## config.mk

```make
export PLATFORM = sky130hd
export DESIGN_NAME = rsa_job_queue
export DESIGN_NICKNAME = d
export VERILOG_FILES = /design/src/rtl/rsa_pkg.sv /design/src/rtl/sync_fifo.sv /design/src/rtl/rsa_job_queue.sv
export SDC_FILE = /design/constraint.sdc
export NUM_CORES = 1
export LEC_CHECK = 0
export CAP_MARGIN = 40
export CELL_PAD_IN_SITES_DETAIL_PLACEMENT = 1
export CELL_PAD_IN_SITES_GLOBAL_PLACEMENT = 1
export CORE_UTILIZATION = 48
export CTS_BUF_LIST = sky130_fd_sc_hd__clkbuf_4 sky130_fd_sc_hd__clkbuf_8 sky130_fd_sc_hd__clkbuf_16
export DETAILED_ROUTE_END_ITERATION = 10
export PLACE_DENSITY_LB_ADDON = 0.1
export SKIP_CTS_REPAIR_TIMING = 1
export SYNTH_ARGS = -nofsm -noshare
export SYNTH_HDL_FRONTEND = slang
export SYNTH_SLANG_ARGS = --single-unit
```

## constraint.sdc

```tcl
create_clock -name CLK -period 9.4 [get_ports CLK]
set_input_delay 1.88 -clock CLK [delete_from_list [all_inputs] [get_ports CLK]]
set_output_delay 1.88 -clock CLK [all_outputs]
set_load 0.02 [all_outputs]
```

## src/rtl/rsa_pkg.sv

```systemverilog
// Shared types and constants for the RSA job queue: FSM state encoding and job record sizing.
package rsa_pkg;

  localparam int BITS_DEFAULT = 64;

  typedef enum logic [1:0] {
    IDLE  = 2'd0,
    ISSUE = 2'd1,
    ARM   = 2'd2,
    WAIT  = 2'd3
  } state_t;

  // A queued job packs {M, E, N}, so the record is three operands wide.
  function automatic int job_width(input int bits);
    return 3 * bits;
  endfunction

endpackage

```

## src/rtl/sync_fifo.sv

```systemverilog
// Single-clock FIFO with registered storage, wrapping pointers and an occupancy count.
// A push into a full FIFO or a pop from an empty one is ignored; push and pop may coincide.
module sync_fifo #(
  parameter int W = 8,
  parameter int DEPTH = 4,
  localparam int AW = $clog2(DEPTH),
  localparam int CW = $clog2(DEPTH) + 1
) (
  input  logic          CLK,
  input  logic          RESET,
  input  logic          push,
  input  logic [W-1:0]  wdata,
  input  logic          pop,
  output logic [W-1:0]  rdata,
  output logic          full,
  output logic          empty,
  output logic [CW-1:0] count
);

  logic [W-1:0]  mem [DEPTH];
  logic [AW-1:0] wptr;
  logic [AW-1:0] rptr;
  logic          do_push;
  logic          do_pop;

  assign full    = (count == CW'(DEPTH));
  assign empty   = (count == '0);
  assign do_push = push && !full;
  assign do_pop  = pop && !empty;
  assign rdata   = empty ? '0 : mem[rptr];

  always_ff @(posedge CLK) begin
    if (RESET) begin
      wptr  <= '0;
      rptr  <= '0;
      count <= '0;
    end else begin
      if (do_push) wptr <= wptr + 1'b1;
      if (do_pop)  rptr <= rptr + 1'b1;
      case ({do_push, do_pop})
        2'b10:   count <= count + 1'b1;
        2'b01:   count <= count - 1'b1;
        default: count <= count;
      endcase
    end
  end

  // Storage needs no reset: reads are masked to zero while empty.
  always_ff @(posedge CLK) begin
    if (do_push) mem[wptr] <= wdata;
  end

endmodule

```

## src/rtl/rsa_job_queue.sv

```systemverilog
// Operand/result buffering for the RSA exponentiation core: queues {M,E,N} jobs, issues them
// one at a time with a start pulse, and collects synchronised results into a host-drained FIFO.
module rsa_job_queue
  import rsa_pkg::*;
#(
  parameter int BITS = BITS_DEFAULT,
  parameter int DEPTH = 4,
  localparam int CW = $clog2(DEPTH) + 1
) (
  input  logic            CLK,
  input  logic            RESET,
  input  logic            LOAD,
  input  logic [BITS-1:0] M,
  input  logic [BITS-1:0] E,
  input  logic [BITS-1:0] N,
  output logic            FULL,
  output logic [CW-1:0]   JOBS,
  output logic [BITS-1:0] m,
  output logic [BITS-1:0] e,
  output logic [BITS-1:0] n,
  output logic            start,
  input  logic            done,
  input  logic [BITS-1:0] r,
  output logic            BUSY,
  output logic [BITS-1:0] RESULT,
  output logic            DONE,
  input  logic            RD,
  output logic            OVERFLOW,
  input  logic            TIMEOUT_CLR
);

  localparam int JW = job_width(BITS);

  logic [JW-1:0]   job_head;
  logic            job_full;
  logic            job_empty;
  logic            job_pop;
  logic            res_full;
  logic            res_empty;
  logic            res_push;
  logic [CW-1:0]   res_count;
  logic            d1;
  logic            d2;
  logic            rise;
  logic            reserved;
  logic            issue_go;
  logic            overflow_set;
  state_t          state;

  sync_fifo #(.W(JW), .DEPTH(DEPTH)) u_job_fifo (
    .CLK   (CLK),
    .RESET (RESET),
    .push  (LOAD),
    .wdata ({M, E, N}),
    .pop   (job_pop),
    .rdata (job_head),
    .full  (job_full),
    .empty (job_empty),
    .count (JOBS)
  );

  sync_fifo #(.W(BITS), .DEPTH(DEPTH)) u_res_fifo (
    .CLK   (CLK),
    .RESET (RESET),
    .push  (res_push),
    .wdata (r),
    .pop   (RD),
    .rdata (RESULT),
    .full  (res_full),
    .empty (res_empty),
    .count (res_count)
  );

  assign FULL = job_full;
  assign DONE = !res_empty;
  assign rise = d1 & ~d2;

  // A job may only leave the queue when its result is guaranteed a slot.
  assign issue_go = (state == IDLE) && !job_empty &&
                    ((res_count + CW'(reserved)) < CW'(DEPTH));
  assign job_pop  = issue_go;

  // A fresh rise seen while still arming is a genuine completion (d2 is already low), so take it.
  assign res_push     = ((state == WAIT) || (state == ARM)) && rise;
  assign overflow_set = (LOAD && job_full) || (res_push && res_full);

  always_ff @(posedge CLK) begin
    if (RESET) begin
      d1 <= 1'b0;
      d2 <= 1'b0;
    end else begin
      d1 <= done;
      d2 <= d1;
    end
  end

  always_ff @(posedge CLK) begin
    if (RESET) begin
      state    <= IDLE;
      start    <= 1'b0;
      BUSY     <= 1'b0;
      reserved <= 1'b0;
      m        <= '0;
      e        <= '0;
      n        <= '0;
    end else begin
      start <= 1'b0;
      case (state)
        IDLE: begin
          if (issue_go) begin
            {m, e, n} <= job_head;
            reserved  <= 1'b1;
            start     <= 1'b1;
            BUSY      <= 1'b1;
            state     <= ISSUE;
          end
        end
        ISSUE: state <= ARM;
        ARM: begin
          if (rise) begin
            reserved <= 1'b0;
            BUSY     <= 1'b0;
            state    <= IDLE;
          end else if (!d2) begin
            state <= WAIT;
          end
        end
        WAIT: begin
          if (rise) begin
            reserved <= 1'b0;
            BUSY     <= 1'b0;
            state    <= IDLE;
          end
        end
        default: state <= IDLE;
      endcase
    end
  end

  always_ff @(posedge CLK) begin
    if (RESET)             OVERFLOW <= 1'b0;
    else if (overflow_set) OVERFLOW <= 1'b1;
    else if (TIMEOUT_CLR)  OVERFLOW <= 1'b0;
  end

  a_no_result_overflow: assert property (@(posedge CLK) disable iff (RESET) !(res_push && res_full));

endmodule

```

### Word level (Yosys, flattened, before mapping)

Memory sizes are Yosys's and may differ from the RTL's. A register that Yosys moved wholly into a read port is not among the register bits.
Index checks and enable logic that the tools add are counted.
Widths: inputs -> output; s select.

* RAM bits: 1024
* output and inout port bits: 264
* memories kept: 2
* bits of input ports: 262
* bits in registers: 21
* logic and storage cells: 87

* bitwise gates (word level): 3
* magnitude comparators: 1
* equal/unequal tests: 13
* add/subtract/negate cells: 9
* reductions and logical operators: 27
* mux-type cells: 20

Memory list
* u_job_fifo.mem: depth 4, bits a word 192, read ports 1, clocked after memory_dff 1, wr ports 1, line sync_fifo.sv:20 `logic [W-1:0] mem [DEPTH];`
* u_res_fifo.mem: depth 4, bits a word 64, read ports 1, clocked after memory_dff 1, wr ports 1, line sync_fifo.sv:20

Operators with widths (number)
* $mux 64: 1
* $mux 2: 6
* $pmux 3 s2: 2
* $logic_and 1x1->1: 9
* $mux 1: 9
* $add 2x1->2 const B: 4
* $eq 2x2->1 const B: 4
* $pmux 2 s4: 1
* $reduce_bool 2->1: 4
* $add 3x1->3 const B: 2
* $eq 2x1->1 const B: 3
* $eq 3x3->1 const B: 2
* $logic_not 3->1: 2
* $reduce_and 3->1: 2
* $sub 3x1->3 const B: 2
* $logic_not 1->1: 4
* $ne 2x1->1 const B: 2
* $reduce_or 2->1: 2
* $add 3x1->3: 1
* $lt 3x3->1 const B: 1
* $ne 3x3->1 const B: 1
* $logic_not 2->1: 1
* $logic_or 1x1->1: 2
* $ne 2x2->1 const B: 1
* 4 further kinds: 5

### Longest topological paths before layout

* depth in word-level cells: 7
* mapped depth: 10

### Cells and area by module

A second synthesis with hierarchy kept.

* cells, all modules: 2589
* area total of the unflattened synthesis: 48454.0 µm²

By module, submodules not included
* sync_fifo at u_job_fifo: area an instance 29480.8 µm², instances 1, cells each 1270
* sync_fifo at u_res_fifo: area an instance 10158.5 µm², instances 1, cells each 459
* rsa_job_queue: area an instance 8814.7 µm², instances 1, cells each 860

### Least setup slack after synthesis

No wires, ideal clock.

* path kind: in2reg
* from: in LOAD
* to: mem u_job_fifo.mem[0][0] (netlist bit) (enable)
* path slack: 2188 ps
* library setup time: 576 ps
* path buffers: 1
* stages: 3
* data arrival time: 6636 ps
* cells stage by stage: nor2b_1 -> clkbuf_1 -> and2_1

* longest elaborated chain between the ends: 3

RTL lines
* start: declaration: line rsa_job_queue.sv:12 `input logic LOAD,`
* $logic_and 1x1->1: line sync_fifo.sv:28 `assign do_push = push && !full;`
* $mux 1: line sync_fifo.sv:50 `if (do_push) mem[wptr] <= wdata;`
* $mux 1 (implied by the code): line sync_fifo.sv:50
* end: declaration: line sync_fifo.sv:20

Every way passes these cells.

==> qor.yml <==
yosys:
  syn-num-nets: 2640
  yosys.area.top_type: "edfxtp_1"
  netlist_area_mm2: 0.0448
  yosysSeqAreaShare: 0.782
  synthArstFlopShare: 0
  synth_edf_count: 1024
  syn_inst: 2366
  ys_ff_latch: 1239
  synth_top_area_share: 0.686
  syn_area_per_cell_um2: 19.0
  synth_warnings: 0
  synth-main-ff-cell: "edfxtp_1"
  synth.top_cells.by_area: "edfxtp_1 69%, mux4_2 13%, dfxtp_1 9.6%"
  ys_types: 30
global_routing:
  grt_max_degree: 152
  grt-ovfl-total: 0
  grt_pass1_wl_um: 159000
  antenna_found_initial: 32
  grt_pass1_vias: 25259
  grt_usage: 0.228
setup_path:
  critPathLaunchType: "register"
  r2r_slack_ns: 5.90
  critical_path.max_stage_delay_ns: 0.59
  reg2reg_from: "u_res_fifo.count[0]"
  reg2reg_depth: 7
  worstPathArrival_ns: 3.28
  critPathSlowestCell: "dfxtp_4"
  worstSetupPathType: "reg2out"
  end_kind: "primary output"
  cp.required_ns: 7.52
  r2r_end: "m[27]"
  cp_cell_sequence: "buf_4 -> buf_16 -> mux4_2 -> and2_1 -> clkdlybuf4s50_1"
  critPathMaxFanout: 37
pwr:
  power.switching_mw: 4.81
  total_power_mw: 16.6
  p_comb_frac: 0.258
  p_clk_frac: 0.316
  powerDensity_mw_per_mm2: 295
  swShare: 0.290
  seq_power_share: 0.426
  peakVddDrop_mv: 0.250
  p_leak_nw: 18.0
  p_int_mw: 11.8
min_path:
  min_to: "e[2]"
  hp-start: "e[2]"
  hold_depth: 2
  hold_path_class: "reg2reg"
die:
  boundaryPins: 526
  start_util: 0.487
  coreArea_mm2: 0.0921
  die_x_um: 308
  dieArea_mm2: 0.0947
  rows: 111
  die_h_um: 308
timing:
  fin_setup_tns_ns: 0
  fin_skew_ns: 0.0221
  worst_slack_ns: 4.24
  setup_viol: 0
  slew_viol_final: 0
  tightest_slew_ns: 1.37
  clock.fmax_mhz: 194
  fin_crit_ns: 5.16
  rsz0062_at_grt: "no"
  period_share: 0.549
  finalHoldViolations: 0
  max_slew_margin: 0.0898
routing:
  wl_per_cell_um: 24.9
  vias: 23196
  drcViolationCount: 0
  drt-initial-drc-count: 1383
  totalWireLength_um: 107000
  vias_per_cell: 5.41
  firstDrtPassIters: 5
  ant_nets: 0
final_layout:
  fillers: 7977
  seq_area_mm2: 0.0351
  fin_nets: 3201
  layout_common_cells: "1024 x edfxtp_1, 524 x clkdlybuf4s50_1, 387 x nand2_1"
  multiInputGateArea_mm2: 0.00918
  drive_above_1_share: 0.176
  layout_commonest_cell: "edfxtp_1"
  area_growth_pct: 25.2
flow_run:
  drv_cap: 0
outcome:
  status: "finished clean"
cts:
  cts_buffers: 131
  htreeDepth: 4
  clock_latency_ns: 0.73
  clock-sinks: 1239
  tritoncts: "built"
  clk_pin_slew_ns: 0.06
  cts_buffer_depth: 3
  cts_root_buf: "clkbuf_16"
placement:
  dp_slack_ns: 4.43
  hpwlAfterDp_um: 65100
  port_buffers: 525
  place_congestion: 0.746
-- power by group through the flow --
stage / Sequential [mW] / Clock, mW / Combinational (mW)
2_1_floorplan: 7.52 / 0 / 2.19
3_3_place_gp: 7.18 / 0 / 4.17
3_5_place_dp: 7.18 / 0 / 4.36
4_1_cts: 7.08 / 5.36 / 4.38
5_1_grt: 7.12 / 5.55 / 4.62
6_report: 7.06 / 5.24 / 4.27
-- metal layers --
layer  global-route usage  vias up  routed length [um]
li1                     -    10315                   -
met1                0.276    12074               41100
met2                0.389      597               55600
met3               0.0721      170                7560
met4               0.0746       40                2240
met5                    0        -                 251
-- critical path, delay by kind of cell (launching register included) --
family | cells | cell delay (ns)
AND/OR/NAND/NOR | 1 | 0.18
buffers and inverters | 3 | 1.16
flip-flops | 1 | 0.59
multiplexers | 1 | 0.55
-- Yosys cell counts (all sizes together) (2+ instances only) --
cell type and instances:
ha 10, nor2 17, nand2 387, dfxtp 215, mux4 256, fa 2, nand3 2, clkbuf 65
and2 73, edfxtp 1024, nor2b 3, o21ai 3, or3 5, mux2i 2, xnor2 3, inv 15
nand2b 3, xor2 5, buf 67, a21oi 202
-- area by class of cell --
type / count / share of cell area
antenna: 13 / 0.000579
clock buffer: 200 / 0.0725
timing repair buffer: 560 / 0.103
multi-input combinational: 980 / 0.163
sequential: 1239 / 0.625
inverter: 15 / 0.00109
clock inverter: 38 / 0.00709
tap: 1243 / 0.0277
-- metrics by stage --
step                cells  hold slack, ns  area, um^2  utilization
detailed placement   4037           0.446       51600        0.561
global placement     4025           0.443       51400        0.558
floorplan            2366           0.461       44800            -
finish               4288           0.454       56100        0.610
global route         4284           0.475       56100        0.610
CTS                  4275           0.455       56100        0.609
-- cells by family after synthesis --
kind of cell,Yosys count,synth area share
AOI/OAI and AO/OA,208,0.0235
muxes,258,0.129
DFF,1239,0.782
buffers and inverters,147,0.0142
adders and majority gates,12,0.00368
and+or+nand+nor,494,0.0464
xor gates and xnor gates,8,0.00156
-- sequential cells by signal, indices dropped and copies added (netlist names), 2 cells and up, named ones only --
name,count
m,64
u_res_fifo.count,3
u_res_fifo.wptr,2
n,64
u_job_fifo.count,3
u_job_fifo.mem,768
e,64
state,2
u_job_fifo.wptr,2
u_res_fifo.mem,256
u_res_fifo.rptr,2
u_job_fifo.rptr,2
-- how the worst max path moves through the flow --
stage                  start                     to  depth (start not counted)
finish              register             RESULT[32]                          5
detailed placement      LOAD  u_job_fifo.mem[3][85]                          4
global placement        LOAD  u_job_fifo.mem[2][85]                          4
global route        register             RESULT[32]                          5
floorplan               LOAD   u_job_fifo.mem[0][0]                          3
CTS                 register             RESULT[63]                          5
Power figures use the tool's default switching activity.
